**src/rtl/arb_requester.sv**
```systemverilog
// arb_requester: two independent burst requesters in front of an external arbiter.
// Each channel queues one burst on a start pulse, requests the arbiter, and
// transfers len+1 beats on granted cycles. It then releases the request for one
// cycle and returns to idle.
// Optional feature macro: ARB_REQ_TIMEOUT_EN. When it is defined, a request that
// waits TIMEOUT_CYC cycles without a grant is abandoned and to_i pulses.
// When it is undefined, requests wait forever and to_0/to_1 are tied low.
module arb_requester #(
   parameter int LEN_W       = 4,
   parameter int TIMEOUT_CYC = 32
) (
   input  logic             clock,
   input  logic             reset,
   input  logic             start_0,
   input  logic             start_1,
   input  logic [LEN_W-1:0] len_0,
   input  logic [LEN_W-1:0] len_1,
   input  logic             gnt_0,
   input  logic             gnt_1,
   output logic             req_0,
   output logic             req_1,
   output logic             beat_0,
   output logic             beat_1,
   output logic             done_0,
   output logic             done_1,
   output logic             drop_0,
   output logic             drop_1,
   output logic             to_0,
   output logic             to_1,
   output logic             proto_err
);

   typedef enum logic [1:0] {
      IDLE = 2'd0,
      REQ  = 2'd1,
      XFER = 2'd2,
      REL  = 2'd3
   } state_t;

   // An out-of-range wait limit is a build error, not a silent wrap.
   if (TIMEOUT_CYC < 2 || TIMEOUT_CYC > 255) begin : g_bad_timeout
      $error("arb_requester: TIMEOUT_CYC must be in 2..255");
   end

   // Per-channel views of the scalar ports so both channels share one generate body.
   logic [1:0]       start_v;
   logic [1:0]       gnt_v;
   logic [LEN_W-1:0] len_v [2];
   logic [1:0]       req_v;
   logic [1:0]       beat_v;
   logic [1:0]       done_v;
   logic [1:0]       drop_v;
   logic [1:0]       to_v;
   logic [1:0]       quiet_v;   // channel in IDLE or REL, where a grant is illegal

   logic proto_reg;
   logic proto_next;

   assign start_v  = {start_1, start_0};
   assign gnt_v    = {gnt_1, gnt_0};
   assign len_v[0] = len_0;
   assign len_v[1] = len_1;

   genvar gi;
   generate
      for (gi = 0; gi < 2; gi++) begin : g_chan
         state_t           state_reg, state_next;
         logic [LEN_W-1:0] cnt_reg, cnt_next;
         logic             done_reg, done_next;
         logic             drop_reg, drop_next;
`ifdef ARB_REQ_TIMEOUT_EN
         localparam logic [7:0] WAIT_LAST = 8'(TIMEOUT_CYC - 1);
         logic [7:0]       wait_reg, wait_next;
         logic             to_reg, to_next;
`endif

         // State, beat counter and pulse registers; reset aborts any burst silently.
         always_ff @(posedge clock) begin
            if (reset) begin
               state_reg <= IDLE;
               cnt_reg   <= '0;
               done_reg  <= 1'b0;
               drop_reg  <= 1'b0;
`ifdef ARB_REQ_TIMEOUT_EN
               wait_reg  <= '0;
               to_reg    <= 1'b0;
`endif
            end else begin
               state_reg <= state_next;
               cnt_reg   <= cnt_next;
               done_reg  <= done_next;
               drop_reg  <= drop_next;
`ifdef ARB_REQ_TIMEOUT_EN
               wait_reg  <= wait_next;
               to_reg    <= to_next;
`endif
            end
         end

         // Next-state logic. done/to are raised on the transition into REL so
         // that they are high exactly while REL is the current state.
         always_comb begin
            state_next = state_reg;
            cnt_next   = cnt_reg;
            done_next  = 1'b0;
            drop_next  = start_v[gi] && (state_reg != IDLE);
`ifdef ARB_REQ_TIMEOUT_EN
            wait_next  = wait_reg;
            to_next    = 1'b0;
`endif
            case (state_reg)
               IDLE: begin
                  if (start_v[gi]) begin
                     cnt_next   = len_v[gi];
                     state_next = REQ;
`ifdef ARB_REQ_TIMEOUT_EN
                     wait_next  = '0;
`endif
                  end
               end
               REQ: begin
                  // A grant on the expiry cycle still wins.
                  if (gnt_v[gi]) begin
                     state_next = XFER;
                  end
`ifdef ARB_REQ_TIMEOUT_EN
                  else if (wait_reg == WAIT_LAST) begin
                     state_next = REL;
                     to_next    = 1'b1;
                  end else begin
                     wait_next = wait_reg + 8'd1;
                  end
`endif
               end
               XFER: begin
                  // Without a grant the burst stalls with the counter held.
                  if (gnt_v[gi]) begin
                     if (cnt_reg == '0) begin
                        state_next = REL;
                        done_next  = 1'b1;
                     end else begin
                        cnt_next = cnt_reg - 1'b1;
                     end
                  end
               end
               REL: begin
                  state_next = IDLE;
               end
               default: begin
                  state_next = IDLE;
               end
            endcase
         end

         assign req_v[gi]   = (state_reg == REQ) || (state_reg == XFER);
         assign beat_v[gi]  = (state_reg == XFER) && gnt_v[gi];
         assign quiet_v[gi] = (state_reg == IDLE) || (state_reg == REL);
         assign done_v[gi]  = done_reg;
         assign drop_v[gi]  = drop_reg;
`ifdef ARB_REQ_TIMEOUT_EN
         assign to_v[gi]    = to_reg;
`else
         assign to_v[gi]    = 1'b0;
`endif
      end
   endgenerate

   // Arbiter protocol check: double grant, or a grant to a channel not requesting.
   always_comb begin
      proto_next = (gnt_0 && gnt_1) || ((gnt_v & quiet_v) != 2'b00);
   end

   // Register the protocol error so it is a clean one-cycle pulse.
   always_ff @(posedge clock) begin
      if (reset) begin
         proto_reg <= 1'b0;
      end else begin
         proto_reg <= proto_next;
      end
   end

   assign req_0     = req_v[0];
   assign req_1     = req_v[1];
   assign beat_0    = beat_v[0];
   assign beat_1    = beat_v[1];
   assign done_0    = done_v[0];
   assign done_1    = done_v[1];
   assign drop_0    = drop_v[0];
   assign drop_1    = drop_v[1];
   assign to_0      = to_v[0];
   assign to_1      = to_v[1];
   assign proto_err = proto_reg;

endmodule

```
**config.mk**
```make
export PLATFORM = sky130hd
export DESIGN_NAME = arb_requester
export DESIGN_NICKNAME = d
export VERILOG_FILES = /design/src/rtl/arb_requester.sv
export SDC_FILE = /design/constraint.sdc
export NUM_CORES = 1
export LEC_CHECK = 0
export ABC_AREA = 0
export CAP_MARGIN = 5
export CORE_MARGIN = 5
export CORE_UTILIZATION = 32
export DETAILED_ROUTE_END_ITERATION = 6
export HOLD_SLACK_MARGIN = 0.03
export REMOVE_ABC_BUFFERS = 1
export SLEW_MARGIN = 5
export SYNTH_ARGS = -nofsm -noshare
export SYNTH_HDL_FRONTEND = slang
export SYNTH_SLANG_ARGS = --single-unit
```
**constraint.sdc**
```tcl
create_clock -name clock -period 1.9 [get_ports clock]
set_input_delay 0.38 -clock clock [delete_from_list [all_inputs] [get_ports clock]]
set_output_delay 0.38 -clock clock [all_outputs]
set_load 0.02 [all_outputs]
```
=== Yosys cells after proc, flatten, opt, wreduce, memory -nomap -nowiden ===
Index checks and enable logic that the tools add are counted.
Widths: inputs -> output; s select.

* Register bits after elaboration: 17
* Input port bits: 14

* $add $sub $neg: 2
* Eq/ne operators: 16
* Muxes and demuxes: 20
* Bitwise gates (word level): 5
* Reduce and logical (&&, ||, !) cells: 25

{| class="wikitable"
|+ Operators with widths
! operator !! number
|-
| $mux 4 || 6
|-
| $ne 2x2->1 const B || 10
|-
| $mux 2 || 8
|-
| $pmux 2 s4 || 2
|-
| $pmux 4 s2 || 2
|-
| $reduce_and 4->1 || 4
|-
| $reduce_bool 2->1 || 5
|-
| $eq 2x2->1 const B || 4
|-
| $logic_not 4->1 || 2
|-
| $sub 4x1->4 const B || 2
|-
| $reduce_or 3->1 || 2
|-
| $logic_and 1x1->1 || 5
|-
| $logic_or 1x1->1 || 5
|-
| $eq 2x1->1 const B || 2
|-
| $logic_not 2->1 || 2
|-
| $not 1->1 || 4
|-
| $and 2x2->2 || 1
|-
| $mux 1 || 2
|}

=== Longest topological paths before layout ===
Gate-level depths: netlist (run 1).

* Depth in word-level cells: 5
* Depth in mapped cells: 7

=== Worst setup path after synthesis (run 1) ===
OpenSTA, ideal clock, no wires.

* Kind: reg-to-reg
* Start: reg g_chan[1].cnt_reg[0]
* End: reg g_chan[1].cnt_reg[3]
* Arrival: 1.512 ns
* Slack: 0.313 ns
* Stages on the path, launching flop included: 7
* Buffers on the path: 0
* Period minus slack after synthesis: 1.587 ns
* Path through: dfxtp_1 inv_1 ha_1 or4b_1 o32ai_1 mux2i_1 o22ai_2

* Cells in the longest elaborated chain, start to end: 4
* Elaborated cells on any way between the ends: 7
* Those cells by class: add/sub: 1; eq/ne: 1; mux: 3; reduce/logical: 2

{| class="wikitable"
|+ RTL lines
! element !! RTL line !! RTL
|-
| start: declaration || 68 || <nowiki>logic [LEN_W-1:0] cnt_reg, cnt_next;</nowiki>
|-
| start signal: assignment || 90 || <nowiki>cnt_reg <= cnt_next;</nowiki>
|-
| $sub 4x1->4 || 142 || <nowiki>cnt_next = cnt_reg - 1'b1;</nowiki>
|-
| $mux 4 || 138 || <nowiki>if (cnt_reg == '0) begin</nowiki>
|-
| $mux 4 || 137 || <nowiki>if (gnt_v[gi]) begin</nowiki>
|-
| $pmux 4 s2 || 111 || <nowiki>case (state_reg)</nowiki>
|}

Parallel ways exist; a longest one is shown, timed or not. The select of a mux whose other input is x is not followed.
A chain may end at the register's enable or synchronous reset.

=== Final worst setup path (run 1) ===
* Start: reg g_chan[1].state_reg[0]
* End: out beat_1

* Cells in the longest elaborated chain, start to end: 2

{| class="wikitable"
|+ RTL lines
! element !! RTL line !! RTL
|-
| start: declaration || 67 || <nowiki>state_t state_reg, state_next;</nowiki>
|-
| start signal: assignment || 89 || <nowiki>state_reg <= state_next;</nowiki>
|-
| $eq 2x2->1 || 156 || <nowiki>assign beat_v[gi] = (state_reg == XFER) && gnt_v[gi];</nowiki>
|-
| $logic_and 1x1->1 || 156 ||
|-
| end: declaration || 23 || <nowiki>output logic beat_1,</nowiki>
|}

Every way passes these cells.

==> run_results.csv, run 1 <==
group,metric,value,unit
job,cap_violations,0,
global_routing,grt_pass1_vias,924,
setup_path,critPathCaptureType,"output pin",
sta,setup_ws,0.138,ns
yosys,yosysWarnings,0,
route,drc_errors,0,
yosys,synth-edff-count,0,
pwr,p_sw_share,42.1,%
floorplanning,initial_utilization,33.5,%
route,vias_per_cell,4.80,
yosys,synth_top_area_share,33.0,%
setup_path,crit_type,"reg2out",
pwr,clkPwrFrac,9.3,%
clock_network,clk_path_buf_depth,2,
clock_network,cts_max_level,1,
run_status,outcome,"finished, final reports clean",
clock_network,cts.sinks,17,
route,firstDrtPassIters,4,
floorplanning,io_pins,25,
yosys,ys_async_sr_fraction,0,%
yosys,ys_types,37,
global_routing,grt_start_max_net_pins,12,
yosys,seq_area_frac_synth,33.0,%
global_routing,grt-ovfl-total,0,
pwr,p_comb_share,62.0,%
setup_path,critical_path_arrival,1.38,ns
floorplanning,die_h,66.8,um
global_routing,antenna_found_initial,0,
placed_design,dp_worst_setup_slack,-0.0949,ns
clock_network,cts_tree,"built",
yosys,synth_flop_cell,"dfxtp_1",
floorplanning,rows,20,
finish,utilization,45.2,%
pwr,p_int,1.21,mW
yosys,avgSynthCellArea,8.66,um2
finish,final_area,1390,um2
clock_network,clk_latency,0.28,ns
clock_network,cts.reportedPaths.clkPinSlew,0.10,ns
yosys,synth_cells,119,
sta,post-route-period-util,92.8,%
finish,drive_gt1_share,15.3,%
finish,area_growth,35.1,%
setup_path,cp_max_fo,3,
setup_path,start_kind,"flop",
route,vias,932,
yosys,netlist_area,1030,um2
global_routing,use_met2,19.3,%
min_path,hold_path.class,"reg2reg",
sta,setup_viol,0,
floorplanning,core,3080,um2
sta,finalSetupTns,0,ns
pwr,power.density,1490,nW/um2
placed_design,io_buffer_count,22,
pwr,power,2.08,mW
route,drt_iter0_markers,54,
pwr,power_frac_seq,28.7,%
floorplanning,die_area,4460,um2
global_routing,grt_pass1_wl,3.95,mm
route,antenna_left,0,
global_routing,grt_use_met3,3.54,%
yosys,yosys.area.top_type,"dfxtp_1",
finish,nets,173,
finish,fillers,331,
clock_network,root_buffer,"clkbuf_4",
route,drt_wl_total,2.25,mm
clock_network,cts_buffers,3,
pwr,peakVddDrop,0.669,mV
floorplanning,die_x,66.8,um
sta,clock_skew,0.00261,ns
sta,max_freq,567,MHz
pwr,p_sw,0.875,mW
placed_design,place.gp.congestion,0.762,
yosys,ys_seq_elements,17,
sta,rsz0062_at_grt,"no",
clock_network,hold_buffers,0,
sta,hold_viol_final,0,
route,wl_per_cell,11.6,um
setup_path,cp.required,1.52,ns
placed_design,dp_hpwl,1.85,mm
global_routing,top_usage_layer,"met2",
yosys,synth_area_leaders,"dfxtp_1, ha_1, mux2i_1",
global_routing,grtUsageTotal,11.3,%
global_routing,gr-usage-met1,13.5,%
sta,timing.final.crit_period,1.76,ns
finish,diodes,0,
pwr,p_leak,0.566,nW
placed_design,dpl_cell_area,1360,um2
sta,drv_slew,0,
clock_network,post-cts-setup-buffers,0,
finish,largest_reg_flops,8,
==> cells by family (layout without fill, tap and decap cells) <==
| family | Yosys count | in the layout | share of synthesized area, % |
|---|---|---|---|
| adders and majority gates | 8 | 8 | 9.71 |
| muxes | 7 | 7 | 6.80 |
| and+or+nand+nor | 42 | 42 | 23.1 |
| xor gates and xnor gates | 2 | 2 | 1.70 |
| DFF | 17 | 17 | 33.0 |
| buffers and inverters | 20 | 50 | 8.01 |
| AOI/OAI and AO/OA | 22 | 22 | 17.4 |
| other | 1 | 2 | 0.364 |
==> worst paths after layout <==
path / startpoint / end / slack [ns] / cells past startpoint
min: g_chan[1].state_reg[0] / g_chan[1].state_reg[0] / 0.51 / 2
min reg2reg: g_chan[1].state_reg[0] / g_chan[1].state_reg[0] / 0.51 / 2
max reg2reg: g_chan[1].state_reg[0] / g_chan[1].cnt_reg[3] / 0.14 / 7
max: g_chan[1].state_reg[0] / beat_1 / 0.14 / 4
==> cells in the mapped netlist, types with 3 or more instances <==
library cell and number:
a21oi_1 3, clkbuf_1 4, dfxtp_1 17, ha_1 8, inv_1 14, mux2i_1 7
nand2_1 5, nor2_1 12, nor2b_1 3, nor3_1 3, nor3b_1 4, o21ai_0 4
==> power by group through the flow <==
stage	Clock (mW)	Combinational [mW]	Sequential (mW)
finish	0.193	1.29	0.597
global route	0.226	1.45	0.620
CTS	0.205	1.29	0.590
detailed placement	0	1.32	0.599
global placement	0	1.29	0.593
floorplan	0	0.901	0.596
==> routing by layer <==
metal,wire (um),vias to the layer above
li1,-,475
met1,994,433
met2,1070,22
met3,170,2
met4,10,0
met5,0,-
==> layout by cell type (no fill, tap or decap), types with 4 or more instances in the layout <==
cell type,instances
clkdlybuf4s50_1,18
nor3b_1,4
nor2_1,12
dfxtp_1,15
ha_1,7
o21ai_0,4
nand2_1,5
buf_4,9
mux2i_1,7
inv_1,14
==> what timing repair did <==
| item | CTS | global route |
|---|---|---|
| gates cloned | 0 | 0 |
| setup endpoints to repair | 4 | 4 |
| gates resized for setup | 4 | 6 |
==> per-stage QoR <==
stage | hold slack [ns] | std cells
3_3_place_gp | 0.474 | 190
4_1_cts | 0.511 | 194
6_report | 0.506 | 194
3_5_place_dp | 0.497 | 190
5_1_grt | 0.541 | 194
2_1_floorplan | 0.449 | 114
==> final cells by class <==
cell class / instances / area, um2 / share of cell area (%)
Multi-Input combinational cell: 83 / 621 / 44.6
Sequential cell: 17 / 343 / 24.6
Timing Repair Buffer: 32 / 295 / 21.2
Tap cell: 44 / 55.1 / 3.95
Inverter: 14 / 52.6 / 3.77
Clock buffer: 4 / 26.3 / 1.89
==> worst max-delay path, cell delays in order, from the launching register on <==
cell	delay, ns
dfxtp_2	0.34
inv_1	0.09
ha_2	0.21
and2_1	0.15
clkdlybuf4s15_1	0.30
Note: power is estimated with default switching activity, not from simulation.
==> inputs of run 2 (changes only) <==
DONT_BUFFER_PORTS = 1   (was not set)
==> run 2 against run 1 <==
Effect of this change: setup slack improved by 0.0018 ns; register-to-register slack barely moved; worst hold slack got worse by 0.36 ns; highest routed layer unchanged; via count is 9.1% lower; final area shrank 20%; non-clock buffer count decreased by 29; clock skew rose by 0.0038 ns; core utilization down 9.1 points; total power fell by 8.3%; maximum frequency grew 0.10%; final cell count decreased by 15%; clock-buffer cell count unchanged.
==> run_results.csv, run 2 (synthesis results as in run 1) <==
group,metric,value,unit
finish,largest_reg_flops,8,
global_routing,grt_pass1_wl,3.60,mm
finish,final_common_cell,"dfxtp_1",
finish,final_area,1110,um2
sta,setup_viol,0,
sta,drv_slew,0,
clock_network,cts_max_level,1,
finish,drive_gt1_share,10.7,%
sta,hold_viol_final,0,
route,vias,847,
route,vias_per_cell,5.13,
finish,diodes,0,
setup_path,reg2regPathDepth,7,
placed_design,place.gp.congestion,0.798,
global_routing,grt_start_max_net_pins,17,
run_status,outcome,"finished, final reports clean",
placed_design,io_buffer_count,0,
sta,rsz0062_at_grt,"no",
clock_network,cts_tree,"built",
job,cap_violations,0,
route,drc_errors,0,
pwr,p_leak,0.435,nW
finish,nets,144,
clock_network,hold_buffers,0,
setup_path,cp.required,2.10,ns
pwr,p_sw_share,44.3,%
finish,final_cell_mix,"dfxtp_1, inv_1, nor2_1, mux2i_1, ha_1",
pwr,p_sw,0.845,mW
finish,utilization,36.1,%
pwr,p_comb_share,57.4,%
placed_design,dpl_cell_area,1080,um2
floorplanning,rows,20,
pwr,peakVddDrop,0.591,mV
clock_network,cts_resized,0,
pwr,clkPwrFrac,10.2,%
finish,area_growth,7.77,%
floorplanning,die_area,4460,um2
global_routing,grt_pass1_vias,793,
setup_path,critical_path_arrival,1.96,ns
clock_network,clk_latency,0.29,ns
global_routing,grt-ovfl-total,0,
pwr,power.density,1720,nW/um2
sta,setup_ws,0.139,ns
global_routing,grtUsageTotal,10.7,%
floorplanning,die_h,66.8,um
setup_path,crit_type,"reg2reg",
finish,final_cells,165,
clock_network,clk_path_buf_depth,2,
sta,clock_skew,0.00645,ns
placed_design,dp_worst_setup_slack,0.0991,ns
sta,holdWs,0.143,ns
route,drt_iter0_markers,62,
route,drt_wl_total,2.17,mm
clock_network,cts_buffers,3,
placed_design,dp_hpwl,1.73,mm
min_path,min_path_cells,1,
setup_path,critPathCaptureType,"flop",
pwr,p_int,1.06,mW
sta,timing.final.crit_period,1.76,ns
min_path,hold_path.class,"in2reg",
clock_network,root_buffer,"clkbuf_4",
sta,finalSetupTns,0,ns
route,firstDrtPassIters,4,
clock_network,cts.sinks,17,
floorplanning,initial_utilization,33.5,%
floorplanning,die_x,66.8,um
global_routing,antenna_found_initial,0,
clock_network,post-cts-setup-buffers,0,
route,wl_per_cell,13.2,um
setup_path,cp_max_fo,9,
floorplanning,core,3080,um2
pwr,power,1.91,mW
sta,post-route-period-util,92.7,%
route,antenna_left,0,
clock_network,cts.reportedPaths.clkPinSlew,0.10,ns
pwr,power_frac_seq,32.4,%
placed_design,placed_cells,161,
sta,max_freq,568,MHz
floorplanning,io_pins,25,
setup_path,start_kind,"flop",
## run 2: changes by cell type in the layout (fill, tap and decap cells not counted), sizes merged
cell	delta
buf	-7
clkdlybuf4s15	-1
clkdlybuf4s50	-18
dlygate4sd2	-3
## run 2: area by class of cell
cell class,instances,area [um2]
repair buffers,3,22.5
multi-input cells,83,614
flip-flops and latches,17,340
fillers,330,1970
inverters,14,52.6
well taps,44,55.1
clock buffers,4,26.3
## run 2: final timing paths
path,slack [ns],startpoint,end
worst max-delay path,0.14,g_chan[0].state_reg[0],g_chan[0].state_reg[1]
worst min-delay path,0.14,reset,g_chan[0].state_reg[1]
worst max register to register,0.14,g_chan[0].state_reg[0],g_chan[0].state_reg[1]
worst min register to register,0.49,g_chan[0].cnt_reg[1],g_chan[0].cnt_reg[1]
## run 2: worst max-delay path: stages, from the launching register on
cell and delay (ns):
dfxtp_1 0.37, inv_1 0.07, ha_1 0.30, buf_4 0.20, o21ba_2 0.23, a221oi_2 0.22, mux2i_1 0.22, nor2_1 0.05
## run 2: layer usage
layer | GRT usage (%) | up-vias | part of all wire [%]
met2 | 16.2 | 35 | 45
li1 | - | 421 | -
met1 | 12.9 | 387 | 44
met3 | 5.90 | 4 | 9.3
met5 | 0 | - | 0
met4 | 2.79 | 0 | 1.3
## run 2: power groups by stage
stage | registers (mW) | logic [mW] | clock network, mW
2_1_floorplan | 0.596 | 0.901 | 0
3_3_place_gp | 0.620 | 1.06 | 0
3_5_place_dp | 0.627 | 1.10 | 0
4_1_cts | 0.618 | 1.10 | 0.206
5_1_grt | 0.640 | 1.23 | 0.230
6_report | 0.618 | 1.09 | 0.196
==> inputs of run 3 (changes only) <==
CTS_CLUSTER_SIZE = 20   (was not set)
==> results of run 3 <==
Final layout, timing and power as in run 2 (identical DEF).
==> variant 1 (settings of run 3) <==
Encoding of `state_t`: now one-hot (4 bits for 4 states).
--- a/src/rtl/arb_requester.sv
+++ b/src/rtl/arb_requester.sv
@@ -30,11 +30,11 @@
    output logic             proto_err
 );
 
-   typedef enum logic [1:0] {
-      IDLE = 2'd0,
-      REQ  = 2'd1,
-      XFER = 2'd2,
-      REL  = 2'd3
+   typedef enum logic [3:0] {
+      IDLE = 4'b0001,
+      REQ  = 4'b0010,
+      XFER = 4'b0100,
+      REL  = 4'b1000
    } state_t;
 
    // An out-of-range wait limit is a build error, not a silent wrap.
Check against the original RTL: same outputs for any inputs over 10 cycles, from zero or initial values and one cycle with reset high; not proved beyond that.
==> variant 1 against run 3 <==
Non-clock buffer count up 10. Sequential share of layout area up 0.24 points. Global-route usage about the same. Final area up 24%. Sequential cell count up 4. Area after synthesis up 15%. Combinational power down 48%. Power down 22%. Count of clock-buffer cells in the layout unchanged. Critical path depth down 4. Worst setup slack worse by 0.067 ns. Routed wire length up 20%. Final cell count up 15%. Critical path type is now flop to primary output. Largest cell class unchanged. Highest routed layer unchanged.
==> variant 1: results (changes against run 3) <==
[timing]
skew_ns=0.000610  ; -0.00584 ns
hold-worst-slack_ns=0.179  ; +0.0365 ns

[grt]
grt_first_pass_wirelength_um=4400  ; +22%
use_met2_pct=18.6  ; +2.4 points
grt_pass1_vias=986  ; +24%
grt_util_met1_pct=11.8  ; -1.1 points
gr-usage-met3_pct=2.84  ; -3.1 points
gr-usage-all-layers_pct=10.6  ; -0.043 points

[run_status]
outcome=finished clean

[cts]
cts.sinks=21  ; +4
clk_pin_slew_ns=0.08  ; -0.02 ns

[routing]
via_per_inst=5.28  ; +2.8%
dr_wl_met3_um=189  ; -6.4%
routed_wl_um=2620  ; +20%
routedLengthMet1_um=1080  ; +12%

[finish]
final_area_mm2=0.00137  ; +24%
ff_latch_area_um2=424  ; +25%
clk_share_pct=3.28  ; +0.91 points
buffer_area_share_pct=7.10  ; +5.1 points
inv_count=6  ; -8
multi_input_comb_cells=98  ; +18%
layout-drive-gt1-share_pct=27.5  ; +17 points
fill_cells=374  ; +13%
signal_buffers=13  ; +10

[worst_setup_path]
crit_fanout=4  ; -5
worst_r2r_endpoint=g_chan[0].state_reg[2]$_SDFFE_PP0P_
crit_arrival_ns=1.45  ; -0.51 ns
rr_worst_depth=6  ; -1
setup.worst_path.end=beat_1

[place]
place_hpwl_um=1970  ; +14%
gp_congestion=0.784  ; -1.7%

[synthesis]
yosysSeqAreaShare_pct=35.3  ; +2.3 points
ys_types=46  ; +24%

[worst_hold_path]
hold_end=g_chan[0].cnt_reg[0]$_SDFFE_PP0P_

[die]
num_rows=22  ; +10%

## variant 1: cell families after synthesis
| logic type | after synthesis | share of synthesized area, % |
|---|---|---|
| buffers and inverters | 14 | 5.36 |
| xor gates and xnor gates | 4 | 2.94 |
| adders and majority gates | 2 | 2.10 |
| muxes | 4 | 3.47 |
| and+or+nand+nor | 55 | 31.2 |
| AOI/OAI and AO/OA | 31 | 19.2 |
| DFF | 21 | 35.3 |
| other | 1 | 0.315 |
## variant 1: stage by stage
step                      cells  setup slack, ns
after floorplan             125           0.0186
after global placement      186           0.0758
after detailed placement    186           0.0452
after CTS                   190           0.0287
after global routing        190           0.0206
final                       190           0.0722
## variant 1: report_power, final
part	internal [mW]	switching, mW
registers	0.516	0.103
logic	0.306	0.263
clock network	0.149	0.144
## variant 1: critical path, stage by stage, from the launching register on
cell,delay [ns]
dfxtp_1,0.37
or4b_4,0.56
nor2_2,0.11
buf_4,0.15
==> variant 2 (flow settings as in run 3) <==
Made on the original files. Build with the macro `ARB_REQ_TIMEOUT_EN` defined.
--- a/src/rtl/arb_requester.sv
+++ b/src/rtl/arb_requester.sv
@@ -5,6 +5,8 @@
 // Optional feature macro: ARB_REQ_TIMEOUT_EN. When it is defined, a request that
 // waits TIMEOUT_CYC cycles without a grant is abandoned and to_i pulses.
 // When it is undefined, requests wait forever and to_0/to_1 are tied low.
+`define ARB_REQ_TIMEOUT_EN
+
 module arb_requester #(
    parameter int LEN_W       = 4,
    parameter int TIMEOUT_CYC = 32
Formal check against the unedited RTL: same outputs for any inputs over 10 cycles, from zero or initial values and one cycle with reset high; that may be too few to reach the edited logic, so the function may still have changed.
==> variant 2 against run 3 <==
Critical path depth unchanged. Utilization up 1.6 points. Power up 74%. Largest cell class unchanged. Area after synthesis up 93%. Sequential cell count up 18. Final area up 100%. Worst setup slack worse by 0.012 ns. Routed wire length up 100%. Non-clock buffer count up 10.
==> variant 2: results (changes against run 3) <==
[cts]
htreeDepth=2  ; +1
insertion_delay_ns=0.27  ; -0.02 ns
root_buffer=clkbuf_8
clk_pin_slew_ns=0.07  ; -0.03 ns
cts_made_buffers=5  ; +2

[run_status]
outcome=finished clean

[finish]
fill_cells=599  ; +82%
fin_nets=261  ; +81%
layout-drive-gt1-share_pct=14.3  ; +3.5 points
largest_register_ff_count=16  ; +8

[synthesis]
synth_commonest_cells=35 x dfxtp_1, 24 x nand2_1, 14 x a21oi_1, 14 x inv_1, 10 x ha_1
ys_types=59  ; +59%
synth_area_leaders=dfxtp_1 35%, ha_1 6.3%, nand2_1 4.5%, a21oi_1 3.5%, inv_1 2.6%
yosys.area_share.adder_pct=6.29  ; -3.4 points
synth_xor_area_share_pct=0  ; -1.7 points
synth-async-reset-ratio_pct=0  ; unchanged
synth_compound_area_share_pct=25.3  ; +7.9 points
synth_mux_area_share_pct=3.65  ; -3.1 points

[grt]
grt_pass1_vias=1635  ; +110%
grt_first_pass_wirelength_um=7660  ; +110%
gr-usage-all-layers_pct=12.0  ; +1.4 points
grt_util_met1_pct=15.2  ; +2.4 points
gr-usage-met3_pct=3.82  ; -2.1 points
grt_max_degree=24  ; +7
use_met2_pct=20.1  ; +3.9 points

[routing]
via_per_inst=5.49  ; +6.9%
drt_iter0_markers=83  ; +34%
vias=1717  ; +100%

[power]
vdd_drop_max_v=0.000610  ; +3.3%
leakagePower_nw=0.826  ; +90%
p_int_mw=1.98  ; +86%

[worst_setup_path]
crit_fanout=7  ; -2

[timing]
skew_ns=0.00134  ; -0.00511 ns

[place]
place_hpwl_um=3190  ; +85%

## variant 2: cell count changes in the layout (fill, tap and decap cells not counted), moves of 4 or more
cell and delta:
clkbuf_8 +7, a221oi_1 +6, dfxtp_1 +18, a21oi_1 +11, nor2_1 -5, o21ai_1 +4, nand2_1 +19, nand4_1 +6
nand3_1 +4, buf_4 +10
## variant 2: critical path: cells and delay by family, from the launching register on
family	cells	cell delay (ns)
fa+ha+maj	1	0.21
buf+inv	2	0.31
simple gates	1	0.16
flops	1	0.37
compound gates	3	0.64
## variant 2: cell type report
| class | instances | share of cell area (%) |
|---|---|---|
| inverter | 15 | 2.49 |
| sequential | 35 | 31.0 |
| clock buffer | 8 | 4.43 |
| tap | 75 | 4.15 |
| multi-input combinational | 167 | 53.6 |
| timing repair buffer | 13 | 4.32 |
## variant 2: per-layer routing
layer,vias to the layer above,wire length (um)
met1,813,2080
met5,-,0
li1,874,-
met4,0,18
met2,28,2100
met3,2,224
## variant 2: metrics by stage
step                      cell area, um^2  utilization [%]  hold slack (ns)  setup WS (ns)
after CTS                            2250             37.6            0.152         0.0650
after global placement               2150             35.9            0.454          0.185
final                                2260             37.7            0.163          0.127
after global routing                 2260             37.7            0.139       0.000636
after detailed placement             2150             35.9            0.455          0.153
after floorplan                      1960                -            0.449         0.0676
## variant 2: final timing paths
kind	startpoint	endpoint	slack (ns)
max reg2reg	g_chan[1].state_reg[0]$_SDFFE_PP0P_	g_chan[1].cnt_reg[0]$_SDFFE_PP0P_	0.13
min	reset	proto_err$_SDFF_PP0_	0.16
max	g_chan[1].state_reg[0]$_SDFFE_PP0P_	g_chan[1].cnt_reg[0]$_SDFFE_PP0P_	0.13
min reg2reg	g_chan[1].wait_reg[1]$_SDFFE_PP0P_	g_chan[1].wait_reg[1]$_SDFFE_PP0P_	0.49
## variant 2: kinds of logic (layout without fill, tap and decap cells)
family	count (synthesis)	after routing
multiplexers	7	7
buffers and inverters	22	36
AND/OR/NAND/NOR	86	86
AO/OA/AOI/OAI	64	64
adder cells (fa/ha/maj)	10	10
flip-flops	35	35
## variant 2: power groups by stage
stage          logic [mW]  clock network [mW]  registers, mW
6_report             1.68               0.591           1.04
5_1_grt              1.88               0.671           1.06
4_1_cts              1.69               0.614           1.04
3_5_place_dp         1.67                   0           1.06
3_3_place_gp         1.65                   0           1.05
2_1_floorplan        1.24                   0           1.02
## variant 2: timing repair
action,in CTS,in global routing
gates resized for setup,1,2
pin swaps,0,0
endpoints found under the setup margin,1,2
